### config.mk
export PLATFORM = sky130hd
export DESIGN_NAME = regfile_dump
export DESIGN_NICKNAME = d
export VERILOG_FILES = /design/src/rtl/regfile_dump.sv
export SDC_FILE = /design/constraint.sdc
export NUM_CORES = 1
export LEC_CHECK = 0
export ABC_CLOCK_PERIOD_IN_PS = 3500
export BUFFER_PORTS_ARGS = -buffer_cell sky130_fd_sc_hd__buf_2
export CORE_UTILIZATION = 45
export CTS_BUF_LIST = sky130_fd_sc_hd__clkbuf_8
export CTS_CLUSTER_SIZE = 28
export DETAILED_ROUTE_END_ITERATION = 8
export PLACE_DENSITY = 0.67
export SLEW_MARGIN = 20
export SYNTH_ARGS = -nofsm -noshare
export SYNTH_HDL_FRONTEND = slang
export SYNTH_SLANG_ARGS = --single-unit
### constraint.sdc
create_clock -name clock -period 3.5 [get_ports clock]
set_clock_uncertainty 0.15 [all_clocks]
set_input_delay 1.05 -clock clock [delete_from_list [all_inputs] [get_ports clock]]
set_output_delay 1.05 -clock clock [all_outputs]
set_load 0.01 [all_outputs]
### src/rtl/regfile_dump.sv
// regfile_dump
//   Walks a register file through its debug port (address + debug clock)
//   and streams every selected 32-bit word out as four bytes on a
//   valid/ready byte interface.
//
// Parameters
//   MSB_FIRST   1: byte 0 of each word is bits 31:24; 0: byte 0 is bits 7:0
//
// Ports
//   clock       sole clock, all state changes on its rising edge
//   reset       asynchronous active-low reset
//   start       single-cycle request to begin a dump (honoured only in IDLE)
//   abort       synchronous cancel of an in-progress dump
//   first_addr  first register index to dump
//   last_addr   last register index to dump (inclusive, wraps 31->0)
//   dbg_addr    register file debug read address
//   dbg_clock   register file debug clock (register file samples on rise)
//   dbg_data    register file debug read data
//   byte_data   outbound byte
//   byte_valid  byte_data is valid
//   byte_ready  sink accepts byte_data
//   busy        dump in progress (ADDR..SEND)
//   done        one-cycle pulse after the final byte has been accepted
module regfile_dump #(
  parameter bit MSB_FIRST = 1'b1
) (
  input  logic        clock,
  input  logic        reset,
  input  logic        start,
  input  logic        abort,
  input  logic [4:0]  first_addr,
  input  logic [4:0]  last_addr,
  output logic [4:0]  dbg_addr,
  output logic        dbg_clock,
  input  logic [31:0] dbg_data,
  output logic [7:0]  byte_data,
  output logic        byte_valid,
  input  logic        byte_ready,
  output logic        busy,
  output logic        done
);

  typedef enum logic [2:0] {
    IDLE    = 3'd0,
    ADDR    = 3'd1,
    STROBE  = 3'd2,
    CAPTURE = 3'd3,
    SEND    = 3'd4,
    DONE    = 3'd5
  } state_t;

  state_t      state_q, state_d;
  logic [4:0]  cur_addr_q, cur_addr_d;
  logic [4:0]  end_addr_q, end_addr_d;
  logic [1:0]  byte_idx_q, byte_idx_d;
  logic [31:0] word_q, word_d;

  logic [4:0]  dbg_addr_q, dbg_addr_d;
  logic        dbg_clock_q, dbg_clock_d;
  logic [7:0]  byte_data_q, byte_data_d;
  logic        byte_valid_q, byte_valid_d;
  logic        busy_q, busy_d;
  logic        done_q, done_d;

  // Byte lane selection for a given position within the word.
  function automatic logic [7:0] pick_byte(input logic [31:0] w, input logic [1:0] idx);
    logic [1:0] lane;
    logic [7:0] b;
    lane = MSB_FIRST ? (2'd3 - idx) : idx;
    case (lane)
      2'd0:    b = w[7:0];
      2'd1:    b = w[15:8];
      2'd2:    b = w[23:16];
      default: b = w[31:24];
    endcase
    return b;
  endfunction

  always_comb begin
    state_d      = state_q;
    cur_addr_d   = cur_addr_q;
    end_addr_d   = end_addr_q;
    byte_idx_d   = byte_idx_q;
    word_d       = word_q;
    dbg_addr_d   = dbg_addr_q;
    dbg_clock_d  = 1'b0;
    byte_data_d  = byte_data_q;
    byte_valid_d = 1'b0;
    busy_d       = 1'b0;
    done_d       = 1'b0;

    case (state_q)
      IDLE: begin
        // abort wins over a simultaneous start
        if (start && !abort) begin
          cur_addr_d = first_addr;
          end_addr_d = last_addr;
          state_d    = ADDR;
        end
      end
      ADDR:    state_d = STROBE;
      STROBE:  state_d = CAPTURE;
      CAPTURE: begin
        // register file output has settled since the debug clock rose
        word_d     = dbg_data;
        byte_idx_d = 2'd0;
        state_d    = SEND;
      end
      SEND: begin
        if (byte_valid_q && byte_ready) begin
          if (byte_idx_q == 2'd3) begin
            if (cur_addr_q == end_addr_q) begin
              state_d = DONE;
            end else begin
              cur_addr_d = cur_addr_q + 5'd1;  // 5-bit wrap 31->0
              state_d    = ADDR;
            end
          end else begin
            byte_idx_d = byte_idx_q + 2'd1;
          end
        end
      end
      DONE:    state_d = IDLE;
      default: state_d = IDLE;
    endcase

    if (abort && (state_q != IDLE)) begin
      state_d = IDLE;
    end

    // Outputs are registered from the state being entered so that they
    // line up with that state's cycle.
    if (state_d == ADDR) begin
      dbg_addr_d = cur_addr_d;
    end
    dbg_clock_d  = (state_d == STROBE);
    byte_valid_d = (state_d == SEND);
    busy_d       = (state_d == ADDR) || (state_d == STROBE) ||
                   (state_d == CAPTURE) || (state_d == SEND);
    done_d       = (state_d == DONE);
    // word_d/byte_idx_d are unchanged during a stall, so the byte holds.
    if (state_d == SEND) begin
      byte_data_d = pick_byte(word_d, byte_idx_d);
    end
  end

  always_ff @(posedge clock or negedge reset) begin
    if (!reset) begin
      state_q      <= IDLE;
      cur_addr_q   <= 5'd0;
      end_addr_q   <= 5'd0;
      byte_idx_q   <= 2'd0;
      word_q       <= 32'd0;
      dbg_addr_q   <= 5'd0;
      dbg_clock_q  <= 1'b0;
      byte_data_q  <= 8'd0;
      byte_valid_q <= 1'b0;
      busy_q       <= 1'b0;
      done_q       <= 1'b0;
    end else begin
      state_q      <= state_d;
      cur_addr_q   <= cur_addr_d;
      end_addr_q   <= end_addr_d;
      byte_idx_q   <= byte_idx_d;
      word_q       <= word_d;
      dbg_addr_q   <= dbg_addr_d;
      dbg_clock_q  <= dbg_clock_d;
      byte_data_q  <= byte_data_d;
      byte_valid_q <= byte_valid_d;
      busy_q       <= busy_d;
      done_q       <= done_d;
    end
  end

  assign dbg_addr   = dbg_addr_q;
  assign dbg_clock  = dbg_clock_q;
  assign byte_data  = byte_data_q;
  assign byte_valid = byte_valid_q;
  assign busy       = busy_q;
  assign done       = done_q;

endmodule

======== Word-level counts from Yosys, hierarchy flattened ========
Cells that the tools add are included.
storage, ports and cells
  register bits after elaboration ......... 64
  input port bits ......................... 47
  word-level logic and storage cells ...... 54
operators by class
  add/sub/neg operators ................... 3
  equality and inequality tests ........... 13
  muxes and demuxes ....................... 16
  reduce and logical (&&, ||, !) cells .... 11
operator list
  operator                                                         number
  32-bit 2-to-1 mux                                                1
  8-bit one-hot mux with 3 select lines                            1
  5-bit 2-to-1 mux                                                 4
  3-bit 2-to-1 mux                                                 5
  3-bit one-hot mux with 5 select lines                            1
  3-bit by 2-bit == test with 1-bit output, second input constant  4
  5-bit one-hot mux with 2 select lines                            1
  3-bit == test, second input constant                             3
  3-bit by 1-bit == test with 1-bit output, second input constant  2
  5-bit by 1-bit adder with 5-bit output, second input constant    1
  5-bit == test                                                    1
  2-bit == test, second input constant                             2
  2-bit 2-to-1 mux                                                 2
  2-bit one-hot mux with 2 select lines                            1
  1-bit logical AND                                                3
  3-bit logical NOT                                                1
  1-bit logical OR                                                 3
  3-bit nonzero test                                               1
  2-bit by 1-bit adder with 2-bit output, second input constant    1
  2-bit by 1-bit == test with 1-bit output, second input constant  1
  2-bit logical NOT                                                1
  2-bit AND reduction                                              1
  2-bit subtractor, first input constant                           1
  1-bit logical NOT                                                1

======== Logic depth before layout (Yosys ltp) ========
Gate-level depths: netlist of run 1.
  depth in word-level cells ............... 10
  gate-level depth with buffers ........... 8

======== Worst setup path after synthesis of run 1 ========
No wires, ideal clock.
  kind .................................... input-to-reg
  from .................................... input port byte_ready
  to ...................................... register byte_data_q[6], in the netlist byte_data[6]
  setup time .............................. 135 ps
  arrival ................................. 2115 ps
  required time ........................... 3215 ps
  path slack .............................. 1101 ps
  cell stages on the path ................. 6
  path buffers ............................ 1
  cell sequence ........................... nand2_1 > clkbuf_1 > o31ai_1 > a21oi_1 > a2111oi_0 > o31ai_1
between the ends
  cells in the longest elaborated chain, start to end .. 6
ends and longest elaborated chain
  what                                         line  text
  from (decl)                                  38    input logic byte_ready,
  1-bit logical AND *                          110   if (byte_valid_q && byte_ready) begin
  2-bit 2-to-1 mux                             110
  2-bit one-hot mux with 2 select lines        92    case (state_q)
  2-bit subtractor                             69    lane = MSB_FIRST ? (2'd3 - idx) : idx;
  2-bit == test, or another cell as far along  70    case (lane)
  8-bit one-hot mux with 3 select lines        70
  to (signal assigned)                         168   byte_data_q <= byte_data_d;
  to (decl)                                    60    logic [7:0] byte_data_q, byte_data_d;
Every way passes the cells marked *; elsewhere a longest branch is shown, timed or not.
A chain may end at the register's enable or synchronous reset.

======== Final worst setup path of run 1 ========
  from .................................... register state_q[1]
  to ...................................... register byte_data_q[6], in the netlist byte_data[6]
between the ends
  cells in the longest elaborated chain, start to end .. 5
ends and longest elaborated chain
  what                                                                              line     text
  from (decl)                                                                       52       state_t state_q, state_d;
  from (signal assigned)                                                            161      state_q <= state_d;
  3-bit == test, or another cell as far along                                       92
  2-bit one-hot mux with 2 select lines / 3-bit 2-to-1 mux (equally long branches)  92, 110
  2-bit subtractor / 3-bit one-hot mux with 5 select lines (equally long branches)  69, 92
  2-bit == test, or another cell as far along                                       70
  8-bit one-hot mux with 3 select lines / 3-bit == test (equally long branches)     70, 142
Several ways; a longest one is shown, not always the timed one.

==> results of run 1 <==
## registers in the layout, summed over array words and instances, names as in the netlist
signal	flops
end_addr_q	5
done	1
byte_valid	1
dbg_addr	5
byte_idx_q	2
state_q	3
cur_addr_q	5
word_q	32
dbg_clock	1
busy	1
byte_data	8
## routing by layer
metal	wire length [um]	track usage (%)
met1	3810	33.7
met2	3180	31.1
met3	370	3.33
met4	131	10.5
met5	0	0
## stage by stage
stage | worst slack [ns] | hold slack (ns) | instances
6_report | 0.732 | 0.323 | 526
5_1_grt | 0.522 | 0.354 | 526
4_1_cts | 0.741 | 0.321 | 526
3_5_place_dp | 0.621 | 0.304 | 510
3_3_place_gp | 0.764 | 0.301 | 510
2_1_floorplan | 1.10 | 0.288 | 365
## tightest hold or removal path, stage by stage, from the launching register on
cell     delay [ns]
dfrtp_1        0.34
nand2_1        0.05
nand2_1        0.05
## layout make-up
class	instances	area (um^2)
Inverter	7	26.3
Fill cell	660	3070
Timing Repair Buffer	72	385
Sequential cell	64	1600
Tap cell	96	120
Clock inverter	7	56.3
Multi-Input combinational cell	271	1450
Clock buffer	9	124
## cells in the final DEF (no fill, tap or decap), drive strengths merged, types with 5 or more instances in the layout
master / n
nor2: 13
clkbuf: 9
xor2: 5
a2111oi: 6
o21ai: 21
buf: 72
or4: 8
and3: 6
a21oi: 16
nand2: 126
o31ai: 16
inv: 10
dfrtp: 64
## synthesized netlist by cell type (2+ instances only)
master       n
nand2_1    126
dfrtp_1     64
o21ai_0     20
a21oi_1     16
o31ai_1     16
nor2_1      13
clkbuf_1    11
or4_1        8
buf_2        7
inv_1        7
and3_1       6
xor2_1       5
nor3_1       4
o211ai_1     4
a2111oi_1    3
a211oi_1     3
a311oi_1     3
and4_1       3
buf_6        3
xnor2_1      3
a2111oi_2    2
a21o_1       2
a221o_1      2
a22oi_1      2
a31oi_1      2
and2_1       2
buf_1        2
nand3_1      2
nand4_1      2
nor2b_1      2
## cells by family (layout without fill, tap and decap cells)
group                      count (synthesis)  in the layout  share of synthesized area (%)
xor gates and xnor gates                   8              8                           2.19
DFF                                       64             64                           50.1
AOI/OAI and AO/OA                         85             85                           18.3
muxes                                      1              1                          0.313
and+or+nand+nor                          176            176                           24.3
buffers and inverters                     30             95                           4.50
adders and majority gates                  1              1                          0.391
## worst paths after layout
| path | endpoint | startpoint | slack [ns] |
|---|---|---|---|
| max | byte_data[6] | state_q[1] | 0.73 |
| min | word_q[28] | word_q[28] | 0.32 |
| max reg2reg | byte_data[6] | state_q[1] | 0.73 |
| min reg2reg | word_q[28] | word_q[28] | 0.32 |
| max in group asynchronous | word_q[1] | reset | 2.08 |
| min in group asynchronous | word_q[28] | reset | 0.55 |
## power groups by stage
| stage | registers, W | clock network (W) | logic, W |
|---|---|---|---|
| 4_1_cts | 0.00125 | 0.000607 | 0.000782 |
| 6_report | 0.00125 | 0.000593 | 0.000783 |
| 2_1_floorplan | 0.00121 | 0 | 0.000557 |
| 3_3_place_gp | 0.00126 | 0 | 0.000757 |
| 5_1_grt | 0.00129 | 0.000638 | 0.000894 |
| 3_5_place_dp | 0.00126 | 0 | 0.000778 |
==> results.yml, run 1 <==
outcome:
  status: "finished clean"
timing:
  hold_violations: 0
  maxSlewHeadroom_pct: 39.7
  period_share_pct: 79.1
  setup_violations: 0
  worst_pin_slew_ns: 0.903
  rsz0062_at_grt: "no"
  fmax_mhz: 361
  period_needed_ns: 2.77
  slew_viol_final: 0
  fin_tns_setup_ns: 0
finish:
  final_cell_area_um2: 3770
  final_nets: 473
  area_growth_pct: 17.8
  antenna_cells: 0
  final_util_pct: 55.1
  drive_gt1_share_pct: 21.2
clock_tree:
  cts_made_buffers: 9
  htree_levels: 3
  cts_resized: 0
  clockBufferDepth: 2
  cts_setup_buffers: 0
  clockRootBuffer: "clkbuf_8"
  ctsHoldBuffers: 0
  cts_tree: "built"
  cts_num_sinks: 64
  insertion_delay_ns: 0.34
  path_clk_slew_ns: 0.07
detailed_routing:
  wl_per_cell_um: 14.3
  vias: 2850
  vias_per_cell: 5.42
  wirelength_um: 7500
  drc: 0
  drt_iter0_markers: 148
  ant_nets: 0
  dr.pass1.iters: 4
synth:
  synthTopCellsByArea: "dfrtp_1 (50%), nand2_1 (15%), o31ai_1 (3.8%), o21ai_0 (3.1%), a21oi_1 (2.5%)"
  ys_ff_latch: 64
  ys.flop_type: "dfrtp_1"
  async_flop_share_pct: 100
  synth_area_um2: 3200
  yosysTopAreaCell: "dfrtp_1"
  syn-num-nets: 413
  synthCells: 365
  yosys_warnings: 0
  synth_top_area_share_pct: 50.1
  synth-edff-count: 0
  synth_area_per_cell_um2: 8.76
  synth-seq-area-share_pct: 50.1
  synth_cell_types: 50
worst_setup_path:
  worst-path-buf-inv: 1
  crit_required_ns: 3.57
  start_kind: "flop"
  cp.depth: 6
  critical_path_class: "reg -> reg"
  crit_chain: "or3b_1 -> buf_4 -> o21bai_2 -> mux2i_1 -> a2111oi_0 -> o31ai_1"
  reg2reg_depth: 6
  end_kind: "flop"
  cp_slowest_cell: "a2111oi_0"
  crit_family: "compound AO/OA/AOI/OAI gates"
  critPathMaxStageDelay_ns: 0.54
  path_max_fanout: 24
  worst-endpoint-arrival_ns: 2.83
power_and_ir_drop:
  seqPwrFrac_pct: 47.7
  power_w: 0.00263
  power.density_nw_per_um2: 698
  leakage_nw: 1.87
  p_sw_share_pct: 35.6
  p_int_w: 0.00169
  ir_drop_mv: 0.398
  clockPowerShare_pct: 22.6
  switching_power_w: 0.000937
  comb_power_share_pct: 29.8
die:
  die-area_um2: 7450
  fp-row-count: 30
  pin_count: 64
  die_h_um: 86.3
  coreArea_um2: 6830
  start_util_pct: 46.8
  die_w_um: 86.3
flow_run:
  cap_violations: 0
placement:
  io_buffers: 63
  dp_hpwl_um: 5230
  place_congestion: 0.794
  placed_area_um2: 3580
global_routing:
  grt_max_degree: 45
  grt_pass1_vias: 2595
  antenna_found_initial: 0
  grt_pass1_wl_um: 12700
  grt_overflow: 0
  grt_util_all_layers_pct: 22.2
hold_path:
  whs_path_depth: 2
  min-delay-path-class: "reg -> reg"
Note: power is estimated with default switching activity, not from simulation.
==> run 2, diff against run 1 <==
--- a/config.mk
+++ b/config.mk
@@ -5,13 +5,13 @@
 export SDC_FILE = /design/constraint.sdc
 export NUM_CORES = 1
 export LEC_CHECK = 0
-export ABC_CLOCK_PERIOD_IN_PS = 3500
+export ABC_CLOCK_PERIOD_IN_PS = 2400
 export BUFFER_PORTS_ARGS = -buffer_cell sky130_fd_sc_hd__buf_2
 export CORE_UTILIZATION = 45
 export CTS_BUF_LIST = sky130_fd_sc_hd__clkbuf_8
 export CTS_CLUSTER_SIZE = 28
 export DETAILED_ROUTE_END_ITERATION = 8
-export PLACE_DENSITY = 0.67
+export PLACE_DENSITY = 0.7
 export SLEW_MARGIN = 20
 export SYNTH_ARGS = -nofsm -noshare
 export SYNTH_HDL_FRONTEND = slang
==> constraint.sdc (replaced) <==
create_clock -name clock -period 2.4 [get_ports clock]
set_clock_uncertainty 0.15 [all_clocks]
set_input_delay 0.72 -clock clock [delete_from_list [all_inputs] [get_ports clock]]
set_output_delay 0.72 -clock clock [all_outputs]
set_load 0.01 [all_outputs]
==> results.yml, run 2 (same netlist as run 1, synthesis figures left out) <==
timing:
  period_share_pct: 91.9
  slew_viol_final: 0
  hold_violations: 0
  maxSlewHeadroom_pct: 55.0
  worst_pin_slew_ns: 0.669
  rsz0062_at_grt: "no"
  period_needed_ns: 2.21
  fmax_mhz: 453
  fin_ws_ns: 0.195
  setup_violations: 0
global_routing:
  grt_max_degree: 44
  grt_pass1_wl_um: 12500
  grt_overflow: 0
  grt_pass1_vias: 2572
  grt_util_all_layers_pct: 21.7
  antenna_found_initial: 0
finish:
  final_cell_mix: "nand2_1 (126), dfrtp_1 (64), buf_2 (63), o21ai_0 (20)"
  largest-register: "word_q"
  drive_gt1_share_pct: 23.5
  antenna_cells: 0
  layout_commonest_cell: "nand2_1"
  largest_reg_flops: 32
  fin_cells: 534
  area_growth_pct: 21.0
  final_nets: 481
detailed_routing:
  dr.pass1.iters: 4
  ant_nets: 0
  wirelength_um: 7400
  drt_iter0_markers: 184
  drc: 0
  vias_per_cell: 5.26
  wl_per_cell_um: 13.9
  vias: 2811
clock_tree:
  cts_setup_buffers: 0
  path_clk_slew_ns: 0.07
  cts_num_sinks: 64
  cts_tree: "built"
  insertion_delay_ns: 0.34
  htree_levels: 3
  clockBufferDepth: 2
  clockRootBuffer: "clkbuf_8"
  cts_made_buffers: 9
outcome:
  status: "finished clean"
placement:
  pre_cts_ws_ns: -0.0297
  dp_hpwl_um: 5220
  io_buffers: 63
  place_congestion: 0.872
  dp.cells: 518
flow_run:
  cap_violations: 0
die:
  die-area_um2: 7450
  die_w_um: 86.3
  coreArea_um2: 6830
  pin_count: 64
  start_util_pct: 46.8
  die_h_um: 86.3
  fp-row-count: 30
power_and_ir_drop:
  leakage_nw: 1.93
  power.density_nw_per_um2: 1020
  power_w: 0.00394
  ir_drop_mv: 0.497
hold_path:
  min-delay-path-class: "in -> async"
worst_setup_path:
  crit_required_ns: 2.47
  worst-endpoint-arrival_ns: 2.27
  critical_path_class: "reg -> reg"
  start_kind: "flop"
  path_max_fanout: 13
  end_kind: "flop"
-- run 2: changes by cell type in the layout (fill, tap and decap cells not counted), sizes merged --
cell | previous run | this run
buf | 72 | 80
clkinv | 3 | 2
inv | 10 | 9
clkbuf | 9 | 11
-- run 2: metrics by stage --
| step | util [%] | area, um^2 | setup TNS (ns) | hold WS, ns |
|---|---|---|---|---|
| final | 56.6 | 3870 | 0 | 0.197 |
| after global routing | 56.6 | 3870 | 0 | 0.237 |
| after CTS | 56.4 | 3850 | 0 | 0.216 |
| after detailed placement | 53.5 | 3660 | -0.0327 | 0.311 |
| after global placement | 53.5 | 3660 | -0.00992 | 0.303 |
| after floorplan | - | 3200 | 0 | 0.274 |
-- run 2: final cells by class --
cell class              instances  area (um^2)
clock buffers                  11          151
inverters                       7         26.3
flip-flops and latches         64         1600
multi-input cells             271         1470
well taps                      96          120
fillers                       652         2960
clock inverters                 5         47.5
repair buffers                 80          455
-- run 2: final timing paths --
check	from	endpoint	slack, ns	cells after the start
setup / recovery	state_q[1]	byte_data[5]	0.19	6
hold / removal	reset	word_q[27]	0.20	1
setup reg to reg	state_q[1]	byte_data[5]	0.19	6
hold reg to reg	byte_data[6]	byte_data[6]	0.33	2
max in group asynchronous	reset	byte_idx_q[1]	1.30	2
min in group clock	byte_data[6]	byte_data[6]	0.33	2
-- run 2: layer usage --
| metal | GRT usage [%] | wire length [um] | up-vias | part of all wire [%] |
|---|---|---|---|---|
| li1 | - | - | 1410 | - |
| met1 | 32.1 | 3740 | 1316 | 50 |
| met2 | 30.7 | 3160 | 77 | 43 |
| met3 | 4.76 | 409 | 8 | 5.5 |
| met4 | 9.09 | 96 | 0 | 1.3 |
| met5 | 0 | 0 | - | 0 |
-- run 2: what timing repair did --
item | 4_1_cts | 5_1_grt
hold buffers | 0 | 0
endpoints found under the setup margin | 0 | 3
gates resized for setup | 0 | 4
-- run 2: power breakdown --
part	internal [W]	leakage, nW	switching (W)	total [W]
registers	0.00151	0.786	0.000314	0.00182
clock network	0.000525	0.112	0.000406	0.000932
logic	0.000530	1.03	0.000655	0.00118
total	0.00256	1.93	0.00137	0.00394
-- run 2: critical path, stage by stage, from the launching register on --
cell,delay [ns]
dfrtp_1,0.40
or3b_4,0.47
buf_4,0.20
o31ai_1,0.19
a21oi_1,0.07
a2111oi_1,0.47
o31ai_1,0.13
==> run 3, diff against run 2 <==
--- a/config.mk
+++ b/config.mk
@@ -6,12 +6,12 @@
 export NUM_CORES = 1
 export LEC_CHECK = 0
 export ABC_CLOCK_PERIOD_IN_PS = 2400
-export BUFFER_PORTS_ARGS = -buffer_cell sky130_fd_sc_hd__buf_2
 export CORE_UTILIZATION = 45
 export CTS_BUF_LIST = sky130_fd_sc_hd__clkbuf_8
 export CTS_CLUSTER_SIZE = 28
 export DETAILED_ROUTE_END_ITERATION = 8
-export PLACE_DENSITY = 0.7
+export DONT_BUFFER_PORTS = 1
+export PLACE_DENSITY = 0.62
 export SLEW_MARGIN = 20
 export SYNTH_ARGS = -nofsm -noshare
 export SYNTH_HDL_FRONTEND = slang
==> results.yml, run 3 (same netlist as run 1, synthesis figures left out) <==
outcome:
  status: "finished clean"
worst_setup_path:
  end_kind: "flop"
  crit_required_ns: 2.46
  cpMostUsedCell: "o31ai_1"
  crit_chain: "or3b_1 -> buf_4 -> o31ai_1 -> a21oi_1 -> a311oi_1 -> o31ai_1"
  cp_slowest_cell: "a311oi_1"
  r2r_slack_ns: 0.09
  critPathMaxStageDelay_ns: 0.51
  worst-endpoint-arrival_ns: 2.36
  crit_family: "compound AO/OA/AOI/OAI gates"
  critical_path_class: "reg -> reg"
  start_kind: "flop"
  worst-path-buf-inv: 1
  path_max_fanout: 16
power_and_ir_drop:
  ir_drop_mv: 0.441
  power.density_nw_per_um2: 1040
  leakage_nw: 1.67
finish:
  area_growth_pct: 11.0
  multi_input_area_um2: 1470
  largest_reg_flops: 32
  final_cell_mix: "nand2_1 (126), dfrtp_1 (64), o21ai_0 (20), buf_4 (20)"
  final.fill_count: 683
  final_nets: 422
  layout_commonest_cell: "nand2_1"
  regArea_um2: 1600
  largest-register: "word_q"
  drive_gt1_share_pct: 11.4
  final_cell_area_um2: 3550
  antenna_cells: 0
timing:
  fmax_mhz: 433
  slew_viol_final: 0
  worst_pin_slew_ns: 0.755
  hold_violations: 0
  period_needed_ns: 2.31
  maxSlewHeadroom_pct: 49.2
  setup_violations: 0
  hold_ws_ns: 0.0969
  rsz0062_at_grt: "no"
  period_share_pct: 96.2
die:
  die_h_um: 86.3
  pin_count: 64
  coreArea_um2: 6830
  die-area_um2: 7450
  fp-row-count: 30
  die_w_um: 86.3
  start_util_pct: 46.8
placement:
  io_buffers: 0
  dp_hpwl_um: 5260
  placed_area_um2: 3350
  place_congestion: 0.831
global_routing:
  antenna_found_initial: 0
  grt_util_all_layers_pct: 22.3
  grt_pass1_vias: 2435
  grt_max_degree: 65
  grt_overflow: 0
  grt_pass1_wl_um: 12500
detailed_routing:
  dr.pass1.iters: 4
  ant_nets: 0
  wl_per_cell_um: 16.4
  vias: 2653
  drc: 0
  vias_per_cell: 5.61
  drt_iter0_markers: 158
  wirelength_um: 7780
clock_tree:
  cts_made_buffers: 9
  cts_tree: "built"
  clockRootBuffer: "clkbuf_8"
  path_clk_slew_ns: 0.07
  insertion_delay_ns: 0.34
  clockBufferDepth: 2
  cts_num_sinks: 64
  htree_levels: 3
flow_run:
  cap_violations: 0
hold_path:
  min-delay-path-class: "in -> async"
==> run 3: worst paths after layout <==
check / from / endpoint / cells after the start
setup / recovery: state_q[1] / byte_data[4] / 6
hold / removal: reset / busy / 1
setup reg to reg: state_q[1] / byte_data[4] / 6
hold reg to reg: word_q[26] / word_q[26] / 2
max in group asynchronous: reset / word_q[1] / 1
min in group clock: abort / done / 1
==> run 3: layout make-up <==
cell class,count,share of cell area [%]
clock buffer,10,3.88
timing repair buffer,21,5.00
clock inverter,4,0.458
inverter,7,0.740
multi-input combinational,271,41.4
tap,96,3.38
sequential,64,45.1
==> run 3: metrics by stage <==
| step | TNS, ns | util (%) | total power [W] | setup WS (ns) | cells |
|---|---|---|---|---|---|
| 3_5_place_dp | -0.0962 | 49.1 | 0.00290 | -0.0456 | 458 |
| 2_1_floorplan | 0 | - | 0.00257 | 0.308 | 365 |
| 6_report | 0 | 52.0 | 0.00370 | 0.0915 | 473 |
| 5_1_grt | 0 | 52.0 | 0.00397 | 0.00852 | 473 |
| 3_3_place_gp | 0 | 49.1 | 0.00286 | 0.0354 | 458 |
| 4_1_cts | 0 | 51.7 | 0.00370 | 0.0793 | 473 |
==> run 3: power breakdown <==
part           switching [W]  internal (W)
Clock               0.000392      0.000379
Combinational       0.000626      0.000473
Sequential          0.000327       0.00151
==> run 3: worst register-to-register path, stage by stage (launching register included) <==
cell      delay, ns
dfrtp_1        0.37
or3b_1         0.50
buf_4          0.24
o31ai_1        0.21
a21oi_1        0.08
a311oi_1       0.51
o31ai_1        0.13
==> run 3: per-layer routing <==
layer  wire length [um]  vias up  global-route usage [%]
li1                   -     1287                       -
met1               3830     1276                    33.0
met2               3390       80                    31.3
met3                449       10                    5.14
met4                111        0                    9.09
met5                  0        -                       0
==> run 3: repair_timing <==
item	CTS	global route
resized for setup	0	4
hold buffers	1	0
setup endpoints to repair	0	6
hold endpoints to repair	64	0
setup buffers	0	0
